**src/rtl/serial_deframer.sv**
```systemverilog
// serial_deframer: recovers start/data/parity/stop framed words from a 1-bit
// serial stream, hands good words to a single-entry valid/ready output register
// and counts link errors in a saturating counter.
module serial_deframer #(
    parameter int DATA_W    = 8,
    parameter int PARITY_EN = 1,
    parameter int ERR_CNT_W = 8
) (
    input  logic                 clk,
    input  logic                 reset,
    input  logic                 in,
    output logic [DATA_W-1:0]    out_data,
    output logic                 out_valid,
    input  logic                 out_ready,
    output logic                 parity_err,
    output logic                 frame_err,
    output logic                 overflow,
    output logic [ERR_CNT_W-1:0] err_cnt
);

    localparam int                CNT_W    = $clog2(DATA_W);
    localparam logic [CNT_W-1:0]  LAST_BIT = CNT_W'(DATA_W - 1);

    typedef enum logic [1:0] {
        S_IDLE   = 2'd0,
        S_DATA   = 2'd1,
        S_PARITY = 2'd2,
        S_STOP   = 2'd3
    } state_t;

    // Even parity: the parity bit equals the XOR of all data bits.
    function automatic logic f_even_parity(input logic [DATA_W-1:0] d);
        return ^d;
    endfunction

    state_t                 r_state;
    state_t                 w_state_nxt;
    logic [CNT_W-1:0]       r_bit_cnt;
    logic [DATA_W-1:0]      r_shift;
    logic                   r_parity_ok;
    logic [DATA_W-1:0]      r_out_data;
    logic                   r_out_valid;
    logic                   r_parity_err;
    logic                   r_frame_err;
    logic                   r_overflow;
    logic [ERR_CNT_W-1:0]   r_err_cnt;

    logic                   w_parity_ok;
    logic                   w_cnt_clr;
    logic                   w_shift_en;
    logic                   w_parity_ld;
    logic                   w_deliver;
    logic                   w_perr_det;
    logic                   w_ferr_det;
    logic                   w_ovf_det;
    logic                   w_err_evt;

    // Without a parity bit every frame counts as parity-clean.
    assign w_parity_ok = (PARITY_EN != 0) ? r_parity_ok : 1'b1;
    assign w_err_evt   = w_perr_det | w_ferr_det | w_ovf_det;

    // State register.
    always_ff @(posedge clk) begin
        if (reset) begin
            r_state <= S_IDLE;
        end else begin
            r_state <= w_state_nxt;
        end
    end

    // Next-state logic; STOP always returns to IDLE so it never samples a start bit.
    always_comb begin
        w_state_nxt = r_state;
        case (r_state)
            S_IDLE: begin
                if (in) begin
                    w_state_nxt = S_DATA;
                end else begin
                    w_state_nxt = S_IDLE;
                end
            end
            S_DATA: begin
                if (r_bit_cnt == LAST_BIT) begin
                    if (PARITY_EN != 0) begin
                        w_state_nxt = S_PARITY;
                    end else begin
                        w_state_nxt = S_STOP;
                    end
                end else begin
                    w_state_nxt = S_DATA;
                end
            end
            S_PARITY: w_state_nxt = S_STOP;
            S_STOP:   w_state_nxt = S_IDLE;
            default:  w_state_nxt = S_IDLE;
        endcase
    end

    // FSM output decode: datapath strobes and frame verdict (bad stop beats bad parity).
    always_comb begin
        w_cnt_clr   = 1'b0;
        w_shift_en  = 1'b0;
        w_parity_ld = 1'b0;
        w_deliver   = 1'b0;
        w_perr_det  = 1'b0;
        w_ferr_det  = 1'b0;
        w_ovf_det   = 1'b0;
        case (r_state)
            S_IDLE:   w_cnt_clr   = 1'b1;
            S_DATA:   w_shift_en  = 1'b1;
            S_PARITY: w_parity_ld = 1'b1;
            S_STOP: begin
                if (in) begin
                    w_ferr_det = 1'b1;
                end else if (!w_parity_ok) begin
                    w_perr_det = 1'b1;
                end else if (r_out_valid && !out_ready) begin
                    w_ovf_det = 1'b1;
                end else begin
                    w_deliver = 1'b1;
                end
            end
            default: w_cnt_clr = 1'b1;
        endcase
    end

    // Receive datapath: bit counter, MSB-first shift register, parity verdict.
    always_ff @(posedge clk) begin
        if (reset) begin
            r_bit_cnt   <= {CNT_W{1'b0}};
            r_shift     <= {DATA_W{1'b0}};
            r_parity_ok <= 1'b0;
        end else begin
            if (w_cnt_clr) begin
                r_bit_cnt <= {CNT_W{1'b0}};
            end else if (w_shift_en) begin
                r_bit_cnt <= r_bit_cnt + CNT_W'(1);
            end
            if (w_shift_en) begin
                r_shift <= {r_shift[DATA_W-2:0], in};
            end
            if (w_parity_ld) begin
                r_parity_ok <= (in == f_even_parity(r_shift));
            end
        end
    end

    // Single-entry output register; a delivery may coincide with an accept.
    always_ff @(posedge clk) begin
        if (reset) begin
            r_out_data  <= {DATA_W{1'b0}};
            r_out_valid <= 1'b0;
        end else if (w_deliver) begin
            r_out_data  <= r_shift;
            r_out_valid <= 1'b1;
        end else if (r_out_valid && out_ready) begin
            r_out_valid <= 1'b0;
        end
    end

    // Registered one-cycle error pulses and saturating error counter.
    always_ff @(posedge clk) begin
        if (reset) begin
            r_parity_err <= 1'b0;
            r_frame_err  <= 1'b0;
            r_overflow   <= 1'b0;
            r_err_cnt    <= {ERR_CNT_W{1'b0}};
        end else begin
            r_parity_err <= w_perr_det;
            r_frame_err  <= w_ferr_det;
            r_overflow   <= w_ovf_det;
            if (w_err_evt && (r_err_cnt != {ERR_CNT_W{1'b1}})) begin
                r_err_cnt <= r_err_cnt + ERR_CNT_W'(1);
            end
        end
    end

    assign out_data   = r_out_data;
    assign out_valid  = r_out_valid;
    assign parity_err = r_parity_err;
    assign frame_err  = r_frame_err;
    assign overflow   = r_overflow;
    assign err_cnt    = r_err_cnt;

endmodule

```
**config.mk**
```make
export PLATFORM = sky130hd
export DESIGN_NAME = serial_deframer
export DESIGN_NICKNAME = d
export VERILOG_FILES = /design/src/rtl/serial_deframer.sv
export SDC_FILE = /design/constraint.sdc
export NUM_CORES = 1
export LEC_CHECK = 0
export CORE_UTILIZATION = 40
export CTS_CLUSTER_SIZE = 8
export DETAILED_ROUTE_END_ITERATION = 8
export SETUP_SLACK_MARGIN = 0.02
export SYNTH_ARGS = -nofsm -noshare
export SYNTH_HDL_FRONTEND = slang
export SYNTH_SLANG_ARGS = --single-unit
```
**constraint.sdc**
```tcl
create_clock -name clk -period 1.8 [get_ports clk]
set_input_delay 0.27 -clock clk [delete_from_list [all_inputs] [get_ports clk]]
set_output_delay 0.27 -clock clk [all_outputs]
set_load 0.02 [all_outputs]
```
# Word-level counts from Yosys, hierarchy flattened
# Index checks and enable logic that the tools add are counted.
# W data, S select, Z words.
# word_totals
register_bits	34
latchBits	0
ramBits	0
mem_bits_ro	0
input_bits	4
out_inout_bits	20
elab_cells	49
memories	0
# op_classes
add_sub_neg	2
n_mul	0
div_mod_pow	0
n_lt_le_gt_ge	0
eq_ne	6
shifts	0
n_mux	21
bitwise	2
reduce_logical	8
# ops
operator	count
$mux W1	19
$add A8 B1 Y8 const B	1
$ne A8 B8 Y1 const B	1
$pmux W2 S4	1
$reduce_xor A8 Y1	1
$eq A2 B2 Y1 const B	2
$add A3 B1 Y3 const B	1
$eq A3 B3 Y1 const B	1
$logic_and A1 B1 Y1	3
$eq A2 B1 Y1 const B	1
$logic_not A2 Y1	1
$mux W2	1
$or A1 B1 Y1	2
$reduce_bool A2 Y1	1
$reduce_or A2 Y1	1
$eq A1 B1 Y1	1
$logic_not A1 Y1	1

# Logic depth before layout (Yosys ltp)
# depth
depth_word	8
depth_mapped	6
depth_no_buf	6

# Worst setup path after synthesis
# No wires, ideal clock.
# synth_timing
path_kind	reg2reg
start	register r_err_cnt[0], in the netlist err_cnt[0]
end	register r_err_cnt[0], in the netlist err_cnt[0]
setup_ns	0.071
t_arrival_ns	1.456
t_required_ns	1.729
path_slack_ns	0.274
stages_incl_launch_ff	6
n_path_buf	0
synth_period_minus_slack_ns	1.526
cell_sequence	dfxtp_1 -> ha_1 -> and2_1 -> and3_1 -> or3_1 -> a21oi_1
# synth_between
elab_chain_cells	2
word_cells_on_any_way	3
# synth_rtl
item	line_no	source
from (decl)	46	logic [ERR_CNT_W-1:0] r_err_cnt;
from (signal assigned)	167	r_err_cnt <= {ERR_CNT_W{1'b0}};
from (signal assigned)	173	r_err_cnt <= r_err_cnt + ERR_CNT_W'(1);
parallel branches: the longest is 2 deep, another holds $add A8 B1 Y8	n/a	
# Several ways; the timed one is not identified.
# A chain may end at the register's enable or synchronous reset.

# Worst setup path after layout
# layout_timing
start	register r_err_cnt[5], in the netlist err_cnt[5]
end	output err_cnt[5]
# layout_rtl
item	line_no	source
to (decl)	18	output logic [ERR_CNT_W-1:0] err_cnt
# No word-level cell between the ends.

==> results.sh <==
export IMPL_m1WireLength_um=1330
export IMPL_portBuffers=23
export IMPL_crit_required_ns=1.53
export IMPL_critPathCaptureType="output pin"
export IMPL_hold_path_class="reg -> reg"
export IMPL_holdWs_ns=0.477
export IMPL_post_synthesis_compound_gate_area_fraction_pct=14.5
export IMPL_yosys_area_share_simple_pct=22.1
export IMPL_irDropWorstVdd_uv=420
export IMPL_total_power_w=0.00125
export IMPL_die_ar_um2=3840
export IMPL_cap_violations=0
export IMPL_hold_end="parity_err"
export IMPL_slew_viol_final=0
export IMPL_top_layer="met4"
export IMPL_fraction_of_the_core_area_covered_by_cells_at_the_end_of_the_flow_pct=53.5
export IMPL_mostFrequentLayoutCell="dfxtp_1"
export IMPL_tritoncts="done"
export IMPL_grt_overflow=0
export IMPL_drt_pass1_iter_count=4
export IMPL_drc=0
export IMPL_finalCriticalPeriod_ns=1.67
export IMPL_num_antenna_cells=0
export IMPL_criticalPathCategory="reg -> out"
export IMPL_syn_inst=160
export IMPL_grt_max_degree=35
export IMPL_yosysWarningCount=0
export IMPL_adder_cell_share_of_the_synthesized_area_pct=2.61
export IMPL_multiInputGateArea_um2=719
export IMPL_reg2reg_slack_ns=0.20
export IMPL_die_h_um=62.0
export IMPL_crit_path_max_incr_delay_ns=0.64
export IMPL_wire_per_inst_um=12.1
export IMPL_yosysUniqueCellTypes=41
export IMPL_worstPathCellList="clkdlybuf4s50_1"
export IMPL_placementRows=21
export IMPL_worstReg2RegEnd="err_cnt[0]"
export IMPL_post_synth_mux_area_share_pct=5.57
export IMPL_num_vias=1209
export IMPL_antenna_violation_net_count_after_detailed_routing=0
export IMPL_hold_viol_final=0
export IMPL_syn_num_nets=167
export IMPL_dpl_cell_count=228
export IMPL_async_reset_ff_share_pct=0
export IMPL_cts_path_max_buffers=2
export IMPL_grt_pass1_wl_um=4620
export IMPL_routed_wl_met2_um=1250
export IMPL_ys_ff_latch=34
export IMPL_detail_route_wirelength_um=2840
export IMPL_synth_yosys_seq_area_share_pct=47.3
export IMPL_routabilityCongestion=0.774
export IMPL_synth_xor_xnor_area_share_pct=5.22
export IMPL_crit_arrival_ns=1.40
export IMPL_final_cell_mix="dfxtp_1 (34), nor2_1 (21), clkdlybuf4s50_1 (21), a21oi_1 (19), nand2_1 (18)"
export IMPL_combinational_family_with_the_most_area_after_synthesis="simple AND/OR/NAND/NOR gates"
export IMPL_crit_family="buffers and inverters"
export IMPL_worst_slack_at_placement_ns=-0.104
export IMPL_dr_wl_met3_um=197
export IMPL_cts_htree_levels=2
export IMPL_worst_r2r_path_cells=5
export IMPL_setup_viol_count_final=0
export IMPL_r2r_start="err_cnt[0]"
export IMPL_cell_count_final_fillers_out=234
export IMPL_cts_sink_count=34
export IMPL_nNetsFinal=196
export IMPL_setup_ws_ns=0.131
export IMPL_cts_inserted_buffers=5
export IMPL_worst_skew_pair_late_latency_ns=0.34
export IMPL_initial_core_util_pct=42.5
export IMPL_worstPathMaxFanout=6
export IMPL_power_leakage_nw=0.665
export IMPL_post_route_cells_drive_above_1_share_pct=8.51
export IMPL_timing_clock_skew_ns=0.00553
export IMPL_worst_margin_pin_slew_ns=0.561
export IMPL_areaGrowthSynthToFinish_pct=26.0
export IMPL_synth_flop_cell="dfxtp_1"
export IMPL_num_fill_cells=316
export IMPL_hpwl_um=2000
export IMPL_ios=24
export IMPL_post_cts_setup_buffer_count=0
export IMPL_postSynthAreaPerCell_um2=8.99
export IMPL_clock_tree_root_cell="clkbuf_4"
export IMPL_synth_area_um2=1440
export IMPL_grt_pass1_vias=1031
export IMPL_layout_worst_path_cycle_share_pct=92.7
export IMPL_startpoint_of_the_worst_hold_path="r_parity_ok"
export IMPL_synth_edf_count=0
export IMPL_wp_buf_inv=1
export IMPL_initial_antenna_violation_count=0
export IMPL_ff_latch_area_um2=681
export IMPL_crit_path_start_kind="flop"
export IMPL_grt_use_total_pct=17.0
export IMPL_critPathSlowestCell="clkdlybuf4s50_1"
export IMPL_grt_setup_unrepaired="no"
export IMPL_slew_headroom_pct=61.6
export IMPL_placeableCoreArea_um2=3390
export IMPL_die_width_um=62.0
export IMPL_result_of_the_run="complete, no violations"
export IMPL_path_clk_slew_ns=0.10
export IMPL_power_per_cell_area_nw_per_um2=687
export IMPL_drt_vias_per_instance=5.17
export IMPL_fmax_mhz=599
export IMPL_min_path_cells=1
export IMPL_drt_initial_drc_count=42
==> logic make-up (layout without fill, tap and decap cells) <==
| kind of cell | after synthesis | after routing |
|---|---|---|
| AND/OR/NAND/NOR | 65 | 65 |
| AO/OA/AOI/OAI | 34 | 34 |
| flip-flops | 34 | 34 |
| buffers and inverters | 9 | 37 |
| multiplexers | 8 | 8 |
| XOR/XNOR | 7 | 7 |
| adder cells (fa/ha/maj) | 3 | 3 |
==> power breakdown <==
| group | switching [W] | internal [W] | leakage [nW] |
|---|---|---|---|
| Combinational | 0.0000346 | 0.0000284 | 0.361 |
| Sequential | 0.00000668 | 0.000758 | 0.274 |
| Clock | 0.000243 | 0.000176 | 0.0302 |
==> area by class of cell <==
cell class                      instances  area share, %
Sequential cell                        34           37.5
Timing Repair Buffer                   30           16.6
Multi-Input combinational cell        117           39.7
Inverter                                1          0.207
Tap cell                               46           3.17
Clock buffer                            6           2.83
==> synthesized netlist by cell type, types with 2 or more instances <==
master	number	area, um2
nor4_1	2	12.5
xnor2_1	5	43.8
and3_1	2	12.5
nor2b_1	5	31.3
nand3_1	2	10.0
o21ai_0	2	10.0
clkbuf_1	6	22.5
ha_1	3	37.5
nor2_1	21	78.8
a21oi_1	19	95.1
nand4_1	2	12.5
nand2b_1	3	18.8
nand2_1	18	67.6
mux2i_1	8	80.1
a211oi_1	3	22.5
dfxtp_1	34	681
==> flip-flops by register name, summed over array words and instances, names as in the netlist, named ones only <==
signal and cells:
r_bit_cnt 3, r_state 1, out_data 8, r_parity_ok 1, parity_err 1, r_shift 8, frame_err 1, overflow 1
err_cnt 8, out_valid 1
==> through the flow <==
stage | setup TNS (ns) | cell area [um2]
2_1_floorplan | 0 | 1440
3_3_place_gp | -0.202 | 1760
3_5_place_dp | -0.328 | 1760
4_1_cts | 0 | 1810
5_1_grt | 0 | 1810
6_report | 0 | 1810
==> metal layers <==
metal | track usage, % | vias up
met1 | 21.9 | 552
met4 | 7.62 | 0
met3 | 6.63 | 6
li1 | - | 618
met2 | 25.1 | 33
met5 | 0 | -
==> what timing repair did <==
item / 4_1_cts / 5_1_grt
resized for setup: 0 / 2
setup endpoints to repair: 0 / 2
hold buffers: 0 / 0
==> how the worst max path moves through the flow <==
stage,startpoint,endpoint,slack [ns],cells after the start
after floorplan,err_cnt[0],err_cnt[0],0.27,5
after global placement,in,err_cnt[3],-0.07,5
after detailed placement,in,err_cnt[3],-0.10,5
after CTS,err_cnt[3],err_cnt[3],0.06,1
after global routing,flop,err_cnt[3],0.07,4
final,err_cnt[5],err_cnt[5],0.13,1
No activity file was read; power rests on OpenSTA's default activity.
